<file path="config.mk">
export PLATFORM = sky130hd
export DESIGN_NAME = fp13_multiplier
export DESIGN_NICKNAME = d
export VERILOG_FILES = /design/src/rtl/fp13_pkg.sv /design/src/rtl/fp13_mul_comb.sv /design/src/rtl/fp13_multiplier.sv
export SDC_FILE = /design/constraint.sdc
export NUM_CORES = 1
export LEC_CHECK = 0
export CAP_MARGIN = 20
export CORE_MARGIN = 1
export CORE_UTILIZATION = 35
export CTS_BUF_LIST = sky130_fd_sc_hd__clkbuf_4
export DETAILED_ROUTE_END_ITERATION = 7
export PLACE_DENSITY = 0.6
export SYNTH_ARGS = -nofsm -noshare
export SYNTH_HDL_FRONTEND = slang
export SYNTH_SLANG_ARGS = --single-unit
</file>
<file path="constraint.sdc">
create_clock -name clock -period 10 [get_ports clock]
set_input_delay 2 -clock clock [delete_from_list [all_inputs] [get_ports clock]]
set_output_delay 2 -clock clock [all_outputs]
set_load 0.01 [all_outputs]
</file>
<file path="src/rtl/fp13_pkg.sv">
// Shared constants and operand layout for the 13-bit floating-point multiplier.
package fp13_pkg;

    localparam int unsigned EXP_W      = 4;
    localparam int unsigned MAN_W      = 8;
    localparam int unsigned BIAS       = 7;
    localparam int unsigned FP_W       = 13;
    localparam logic [11:0] FP_MAX_MAG = 12'hFFF;

    typedef struct packed {
        logic             sign;
        logic [EXP_W-1:0] exp;
        logic [MAN_W-1:0] frac;
    } fp13_t;

endpackage

</file>
<file path="src/rtl/fp13_mul_comb.sv">
// Combinational sign/exponent/mantissa/normalise/saturate logic for the fp13 product.
// Optional flag outputs are present when FP13_MUL_FLAGS_EN is defined.
module fp13_mul_comb
    import fp13_pkg::*;
#(
    parameter int unsigned EXP_W = fp13_pkg::EXP_W,
    parameter int unsigned MAN_W = fp13_pkg::MAN_W,
    parameter int unsigned BIAS  = fp13_pkg::BIAS
) (
    input  logic [EXP_W+MAN_W:0] op_a,
    input  logic [EXP_W+MAN_W:0] op_b,
`ifdef FP13_MUL_FLAGS_EN
    output logic                 overflow,
    output logic                 underflow,
`endif
    output logic [EXP_W+MAN_W:0] product
);

    localparam int unsigned EW   = EXP_W + 3;
    localparam int unsigned MW   = MAN_W + 1;
    localparam int unsigned PW   = 2 * MW;
    localparam int unsigned MSB  = EXP_W + MAN_W;

    fp13_t a;
    fp13_t b;

    logic [MW-1:0]        mant_a;
    logic [MW-1:0]        mant_b;
    logic [PW-1:0]        prod;
    logic                 norm;
    logic [MAN_W-1:0]     frac;
    logic                 sign;
    logic signed [EW-1:0] exp_sum;
    logic                 zero_op;
    logic                 unf;
    logic                 ovf;

    assign a = op_a;
    assign b = op_b;

    assign sign   = a.sign ^ b.sign;
    assign mant_a = {1'b1, a.frac};
    assign mant_b = {1'b1, b.frac};
    assign prod   = mant_a * mant_b;

    // Product of two [1,2) mantissas lies in [1,4); the top bit selects the shift.
    assign norm = prod[PW-1];
    assign frac = norm ? MAN_W'(prod >> MW) : MAN_W'(prod >> MAN_W);

    assign exp_sum = $signed(EW'(a.exp)) + $signed(EW'(b.exp))
                   - $signed(EW'(BIAS)) + $signed(EW'(norm));

    assign zero_op = (a.exp == '0) || (b.exp == '0);
    assign unf     = !zero_op && (exp_sum < $signed(EW'(1)));
    assign ovf     = !zero_op && (exp_sum > $signed(EW'((1 << EXP_W) - 1)));

    always_comb begin
        product = '0;
        if (ovf) begin
            product      = '1;
            product[MSB] = sign;
        end else if (!zero_op && !unf) begin
            product = {sign, exp_sum[EXP_W-1:0], frac};
        end
    end

`ifdef FP13_MUL_FLAGS_EN
    assign overflow  = ovf;
    assign underflow = unf;
`endif

endmodule

</file>
<file path="src/rtl/fp13_multiplier.sv">
// Registered 13-bit floating-point multiplier, one cycle of latency.
// Define FP13_MUL_FLAGS_EN to add registered o_overflow / o_underflow outputs.
module fp13_multiplier
    import fp13_pkg::*;
#(
    parameter int unsigned EXP_W = fp13_pkg::EXP_W,
    parameter int unsigned MAN_W = fp13_pkg::MAN_W,
    parameter int unsigned BIAS  = fp13_pkg::BIAS
) (
    input  logic                 clock,
    input  logic                 i_reset,
    input  logic [EXP_W+MAN_W:0] i_flotante_1,
    input  logic [EXP_W+MAN_W:0] i_flotante_2,
`ifdef FP13_MUL_FLAGS_EN
    output logic                 o_overflow,
    output logic                 o_underflow,
`endif
    output logic [EXP_W+MAN_W:0] o_mutiplicado
);

    logic [EXP_W+MAN_W:0] product;
`ifdef FP13_MUL_FLAGS_EN
    logic overflow;
    logic underflow;
`endif

    fp13_mul_comb #(
        .EXP_W (EXP_W),
        .MAN_W (MAN_W),
        .BIAS  (BIAS)
    ) u_comb (
        .op_a      (i_flotante_1),
        .op_b      (i_flotante_2),
`ifdef FP13_MUL_FLAGS_EN
        .overflow  (overflow),
        .underflow (underflow),
`endif
        .product   (product)
    );

    always_ff @(posedge clock) begin
        if (i_reset) begin
            o_mutiplicado <= '0;
        end else begin
            o_mutiplicado <= product;
        end
    end

`ifdef FP13_MUL_FLAGS_EN
    always_ff @(posedge clock) begin
        if (i_reset) begin
            o_overflow  <= 1'b0;
            o_underflow <= 1'b0;
        end else begin
            o_overflow  <= overflow;
            o_underflow <= underflow;
        end
    end
`endif

endmodule

</file>
==> results_dict.tcl, run 1 <==
set metrics [dict create \
    peakVddDrop_mv 0.0898 \
    relSlewSlack_pct 57.1 \
    p_per_area_mw_per_mm2 212 \
    cts.repair.resized 0 \
    synth_edf_count 0 \
    grt_pass1_wl_um 12200 \
    clockBufferDepth 2 \
    path_max_fanout 13 \
    cp.required_ps 10180 \
    end_kind "flip-flop" \
    dp_hpwl_um 5940 \
    drt_drc_violations_left 0 \
    ys.flop_type "dfxtp_1" \
    synth_warnings 0 \
    ys_seq_elements 13 \
    drv_cap 0 \
    syn-cell-area_mm2 0.00335 \
    rsz0062_at_grt "no" \
    power.leakage_nw 1.92 \
    grt_max_degree 14 \
    yosysUniqueCellTypes 58 \
    grt_pass1_vias 2634 \
    multi_input_area_mm2 0.00269 \
    max_stage_delay_ps 720 \
    crit_slowest_cell "clkdlybuf4s50_1" \
    worst_pin_slew_ps 639 \
    slew_viol_final 0 \
    status "complete, no violations" \
    min-delay-path-class "input port to flip-flop" \
    syn_avg_cell_area_um2 8.76 \
    pin_count 41 \
    detail-route-antenna-nets 0 \
    overflow 0 \
    antenna_cells 0 \
    worstSetupStartpointType "input port" \
    htreeDepth 1 \
    coreArea_mm2 0.00924 \
    cts_tree "built" \
    place_congestion 0.814 \
    syn_nets 499 \
    arrival_ps 8660 \
    tns_ps 0 \
    rows 35 \
    clock-sinks 13 \
    cts_made_buffers 3 \
    n_fill_cell 910 \
    max_flop_register "o_mutiplicado" \
    firstDrtPassIters 5 \
    critPathKind "input port to flip-flop" \
    reg_top3 "o_mutiplicado (13)" \
    die_y_um 99.8 \
    antenna_found_initial 0 \
    setup_viol 0 \
    seq_area_frac_synth_pct 7.78 \
    async_flop_share_pct 0 \
    final-seq-area_um2 260 \
    num_vias 2608 \
    die_area_mm2 0.00995 \
    syn_inst 382 \
    largest_register_ffs 13 \
    vias_per_cell 4.79 \
    cts_hold_buf 0 \
    p_total_mw 0.824 \
    nNetsFinal 534 \
    clock.fmax_mhz 118 \
    finalCriticalPeriod_ps 8480 \
    io_buffers 40 \
    wl_um 6930 \
    dieWidth_um 99.8 \
    gr-usage-all-layers_pct 15.0 \
    start_util_pct 36.2 \
    post_cts_buffers 0 \
    finalCritPeriodShare_pct 84.8 \
    drt-initial-drc-count 66 \
    final_hold_viol_count 0 \
    cts_root_buf "clkbuf_4" \
    crit_chain "clkdlybuf4s50_1, nand2_1, fa_1, inv_1, fa_1, fa_1, inv_1, fa_1, inv_1, ha_1, a21oi_1, o21ai_0, a21oi_2, o31ai_4, xnor2_2, ha_1, inv_1, ha_1, a22o_1, a22oi_1, nand2_1, o221ai_4, nor2_1, a221o_1" \
    clk_pin_slew_ps 90 \
    wl_per_cell_um 12.7 \
    drive_above_1_share_pct 6.25 \
    area_growth_pct 16.0 \
]
==> per-layer routing <==
layer / GRT usage [%] / share of wire [%]
met5: 0 / 0
met4: 2.71 / 1.3
met3: 2.23 / 3.6
met2: 25.9 / 51
met1: 20.2 / 44
==> cells in the mapped netlist (2+ instances only) <==
| master | count | area, um2 |
|---|---|---|
| fa_1 | 50 | 1000 |
| a211o_1 | 2 | 17.5 |
| dfxtp_1 | 13 | 260 |
| nand2_1 | 45 | 169 |
| and2_1 | 19 | 119 |
| o21ai_0 | 8 | 40.0 |
| buf_2 | 2 | 10.0 |
| a21o_1 | 3 | 22.5 |
| nor2b_1 | 2 | 12.5 |
| xor2_1 | 4 | 35.0 |
| o21ai_1 | 5 | 25.0 |
| inv_1 | 90 | 338 |
| buf_4 | 2 | 15.0 |
| o21bai_1 | 2 | 15.0 |
| nor2_1 | 10 | 37.5 |
| nor3_1 | 4 | 20.0 |
| nor4_1 | 2 | 12.5 |
| a31oi_1 | 2 | 12.5 |
| mux2i_1 | 9 | 90.1 |
| ha_1 | 39 | 488 |
| nand3_1 | 4 | 20.0 |
| xnor2_1 | 8 | 70.1 |
| a21oi_1 | 13 | 65.1 |
| nand4_1 | 2 | 12.5 |
| and2_2 | 5 | 37.5 |
| clkbuf_1 | 5 | 18.8 |
==> placed cells by master (no fill, tap or decap), types with 3 or more instances in the layout <==
| cell type | netlist | routed |
|---|---|---|
| and2_1 | 19 | 19 |
| nor2_1 | 10 | 10 |
| and2_2 | 5 | 5 |
| a21oi_1 | 13 | 13 |
| clkbuf_4 | 0 | 4 |
| a21o_1 | 3 | 3 |
| inv_1 | 90 | 90 |
| mux2i_1 | 9 | 9 |
| ha_1 | 39 | 39 |
| o21ai_0 | 8 | 8 |
| nor3_1 | 4 | 4 |
| dfxtp_1 | 13 | 13 |
| xnor2_1 | 8 | 8 |
| fa_1 | 50 | 50 |
| xor2_1 | 4 | 4 |
| nand2_1 | 45 | 45 |
| nand3_1 | 4 | 4 |
| clkdlybuf4s50_1 | 0 | 40 |
| o21ai_1 | 5 | 5 |
==> per-stage QoR <==
stage / hold WS (ps) / utilization (%) / area (um2) / cells / setup slack, ps
floorplan: 2140 / - / 3350 / 382 / 2390
global placement: 2690 / 41.7 / 3850 / 541 / 1370
detailed placement: 2670 / 41.7 / 3850 / 541 / 1250
CTS: 2380 / 42.0 / 3880 / 545 / 1510
global route: 2380 / 42.0 / 3880 / 545 / 1080
finish: 2380 / 42.0 / 3880 / 545 / 1520
==> where the power goes <==
group	total (mW)	internal (mW)	switching, mW	leakage [nW]
Clock	0.0361	0.0182	0.0179	0.0184
Combinational	0.708	0.318	0.391	1.79
Sequential	0.0791	0.0723	0.00684	0.108
==> worst paths after layout <==
path | from | end | slack, ps | cells after the start
hold / removal | i_flotante_1[12] | o_mutiplicado[12]$_SDFF_PP0_ | 2380 | 3
setup / recovery | i_flotante_1[3] | o_mutiplicado[6]$_SDFF_PP0_ | 1520 | 24
==> worst max-delay path: cells and delay by family <==
family	cells	cell delay [ps]
compound gates	8	1880
simple gates	3	360
buf+inv	5	920
fa+ha+maj	7	2970
xor+xnor	1	500
==> kinds of logic (layout without fill, tap and decap cells) <==
family	after synthesis	count (layout)	share of synthesized area [%]
flops	13	13	7.78
simple gates	106	106	17.6
compound gates	51	51	11.7
mux	10	10	3.03
buf+inv	100	134	11.7
xor+xnor	13	13	3.63
fa+ha+maj	89	89	44.5
==> cell type report <==
cell class                      instances  area share [%]
Clock buffer                            4           0.773
Inverter                               90            8.70
Timing Repair Buffer                   40            10.3
Multi-Input combinational cell        269            69.4
Sequential cell                        13            6.70
Tap cell                              129            4.16
Power figures use the tool's default switching activity.
==> run 2: changes to the inputs <==
- clock period: 10 -> 8.8 ns (I/O delays scaled with it)
==> run 2 against run 1 <==
Net effect: die area did not move; setup slack got worse by 700 ps; via count fell by 0.92%; sequential power rose by 12%; core utilization rose by 0.081 points; critical endpoint unchanged.
==> results_dict.tcl, run 2 (synthesis gave the netlist of run 1 again) <==
set metrics [dict create \
    final_common_cell "inv_1" \
    max_flop_register "o_mutiplicado" \
    worstSetupStartpointType "input port" \
    crit_start "i_flotante_1[2]" \
    vias_per_cell 4.73 \
    relSlewSlack_pct 58.3 \
    firstDrtPassIters 4 \
    final_hold_viol_count 0 \
    drive_above_1_share_pct 6.47 \
    dieWidth_um 99.8 \
    peakVddDrop_mv 0.104 \
    swShare_pct 50.3 \
    worst_pin_slew_ps 621 \
    antenna_found_initial 0 \
    grt_max_degree 14 \
    tns_ps 0 \
    antenna_cells 0 \
    intPower_mw 0.467 \
    p_per_area_mw_per_mm2 241 \
    final.setup.worst_slack_ps 826 \
    cts_root_buf "clkbuf_4" \
    reg_top3 "o_mutiplicado (13)" \
    largest_register_ffs 13 \
    rows 35 \
    place_congestion 0.781 \
    fin_hold_ws_ps 2130 \
    p_total_mw 0.939 \
    dp_hpwl_um 6010 \
    clockBufferDepth 2 \
    finalCritPeriodShare_pct 90.6 \
    finalCriticalPeriod_ps 7970 \
    layout_common_cells "inv_1, fa_1, nand2_1" \
    cts.repair.resized 0 \
    grt_pass1_wl_um 11700 \
    coreArea_mm2 0.00924 \
    grt_pass1_vias 2568 \
    pin_count 41 \
    die_y_um 99.8 \
    end_kind "flip-flop" \
    area_growth_pct 16.3 \
    htreeDepth 1 \
    clock.fmax_mhz 125 \
    post_cts_buffers 0 \
    critical_path.endpoint "o_mutiplicado[6]$_SDFF_PP0_" \
    io_buffers 40 \
    drt_drc_violations_left 0 \
    cts_hold_buf 0 \
    min-delay-path-class "input port to flip-flop" \
    clock-sinks 13 \
    nNetsFinal 535 \
    pwr-share-seq_pct 9.4 \
    clockPowerShare_pct 4.4 \
    path_max_fanout 13 \
    die_area_mm2 0.00995 \
    wl_um 6930 \
    wl_per_cell_um 12.7 \
    cts_tree "built" \
    gr-usage-all-layers_pct 14.5 \
    status "complete, no violations" \
    drt-initial-drc-count 79 \
    arrival_ps 8150 \
    detail-route-antenna-nets 0 \
    slew_viol_final 0 \
    combPwrFrac_pct 86.3 \
    power.leakage_nw 1.92 \
    setup_viol 0 \
    power_switching_mw 0.472 \
    overflow 0 \
    drv_cap 0 \
    cp.required_ps 8980 \
    critPathKind "input port to flip-flop" \
    fin_util_pct 42.1 \
    place_ws_ps 548 \
    rsz0062_at_grt "no" \
    cts_made_buffers 3 \
    start_util_pct 36.2 \
    num_vias 2584 \
    clk_pin_slew_ps 80 \
]
==> run 2: changes by cell type in the layout (fill, tap and decap cells not counted) <==
| cell | previous run | this run |
|---|---|---|
| buf_4 | 0 | 1 |
==> run 2: worst min path at each step <==
| stage | from | to | slack, ps | cells past startpoint |
|---|---|---|---|---|
| after floorplan | i_flotante_1[12] | o_mutiplicado[12]$_SDFF_PP0_ | 1900 | 2 |
| final | i_flotante_1[12] | o_mutiplicado[12]$_SDFF_PP0_ | 2130 | 3 |
| after global placement | i_flotante_1[12] | o_mutiplicado[12]$_SDFF_PP0_ | 2460 | 3 |
| after global routing | i_flotante_1[12] | o_mutiplicado[12]$_SDFF_PP0_ | 2160 | 3 |
| after CTS | i_flotante_1[12] | o_mutiplicado[12]$_SDFF_PP0_ | 2140 | 3 |
| after detailed placement | i_flotante_1[12] | o_mutiplicado[12]$_SDFF_PP0_ | 2430 | 3 |
==> run 2: per-layer routing <==
| layer | wire length [um] | up-vias | global-route usage, % |
|---|---|---|---|
| li1 | - | 1276 | - |
| met1 | 3190 | 1280 | 19.9 |
| met5 | 0 | - | 0 |
| met3 | 138 | 4 | 1.39 |
| met2 | 3560 | 24 | 25.4 |
| met4 | 42 | 0 | 1.92 |
==> run 2: power by group through the flow <==
stage	Sequential (mW)	Clock (mW)	Combinational [mW]
floorplan	0.100	0	0.625
global placement	0.0901	0	0.810
detailed placement	0.0901	0	0.823
CTS	0.0892	0.0422	0.828
global route	0.0906	0.0452	0.916
finish	0.0883	0.0409	0.810
==> run 2: area by class of cell <==
cell class,count,area (um2)
Timing Repair Buffer,41,408
Inverter,90,338
Tap cell,129,161
Fill cell,932,5350
Multi-Input combinational cell,269,2690
Clock buffer,4,30.0
Sequential cell,13,260
==> run 2: through the flow <==
stage                     area [um2]  instances
after CTS                       3890        546
after detailed placement        3860        542
final                           3890        546
after floorplan                 3350        382
after global routing            3890        546
after global placement          3860        542
==> run 2: critical path, cell delays in order <==
cell	delay (ps)
clkdlybuf4s50_1	700
inv_1	120
fa_1	550
inv_1	60
fa_1	500
fa_1	550
inv_1	50
fa_1	520
inv_1	40
ha_1	350
a21oi_1	190
o21ai_0	170
a21oi_2	230
o31ai_4	100
xnor2_2	130
buf_4	200
ha_1	200
inv_1	60
ha_1	220
xor2_1	240
nand2b_1	80
mux2_2	290
o221ai_4	420
nor2_1	80
a221o_1	320
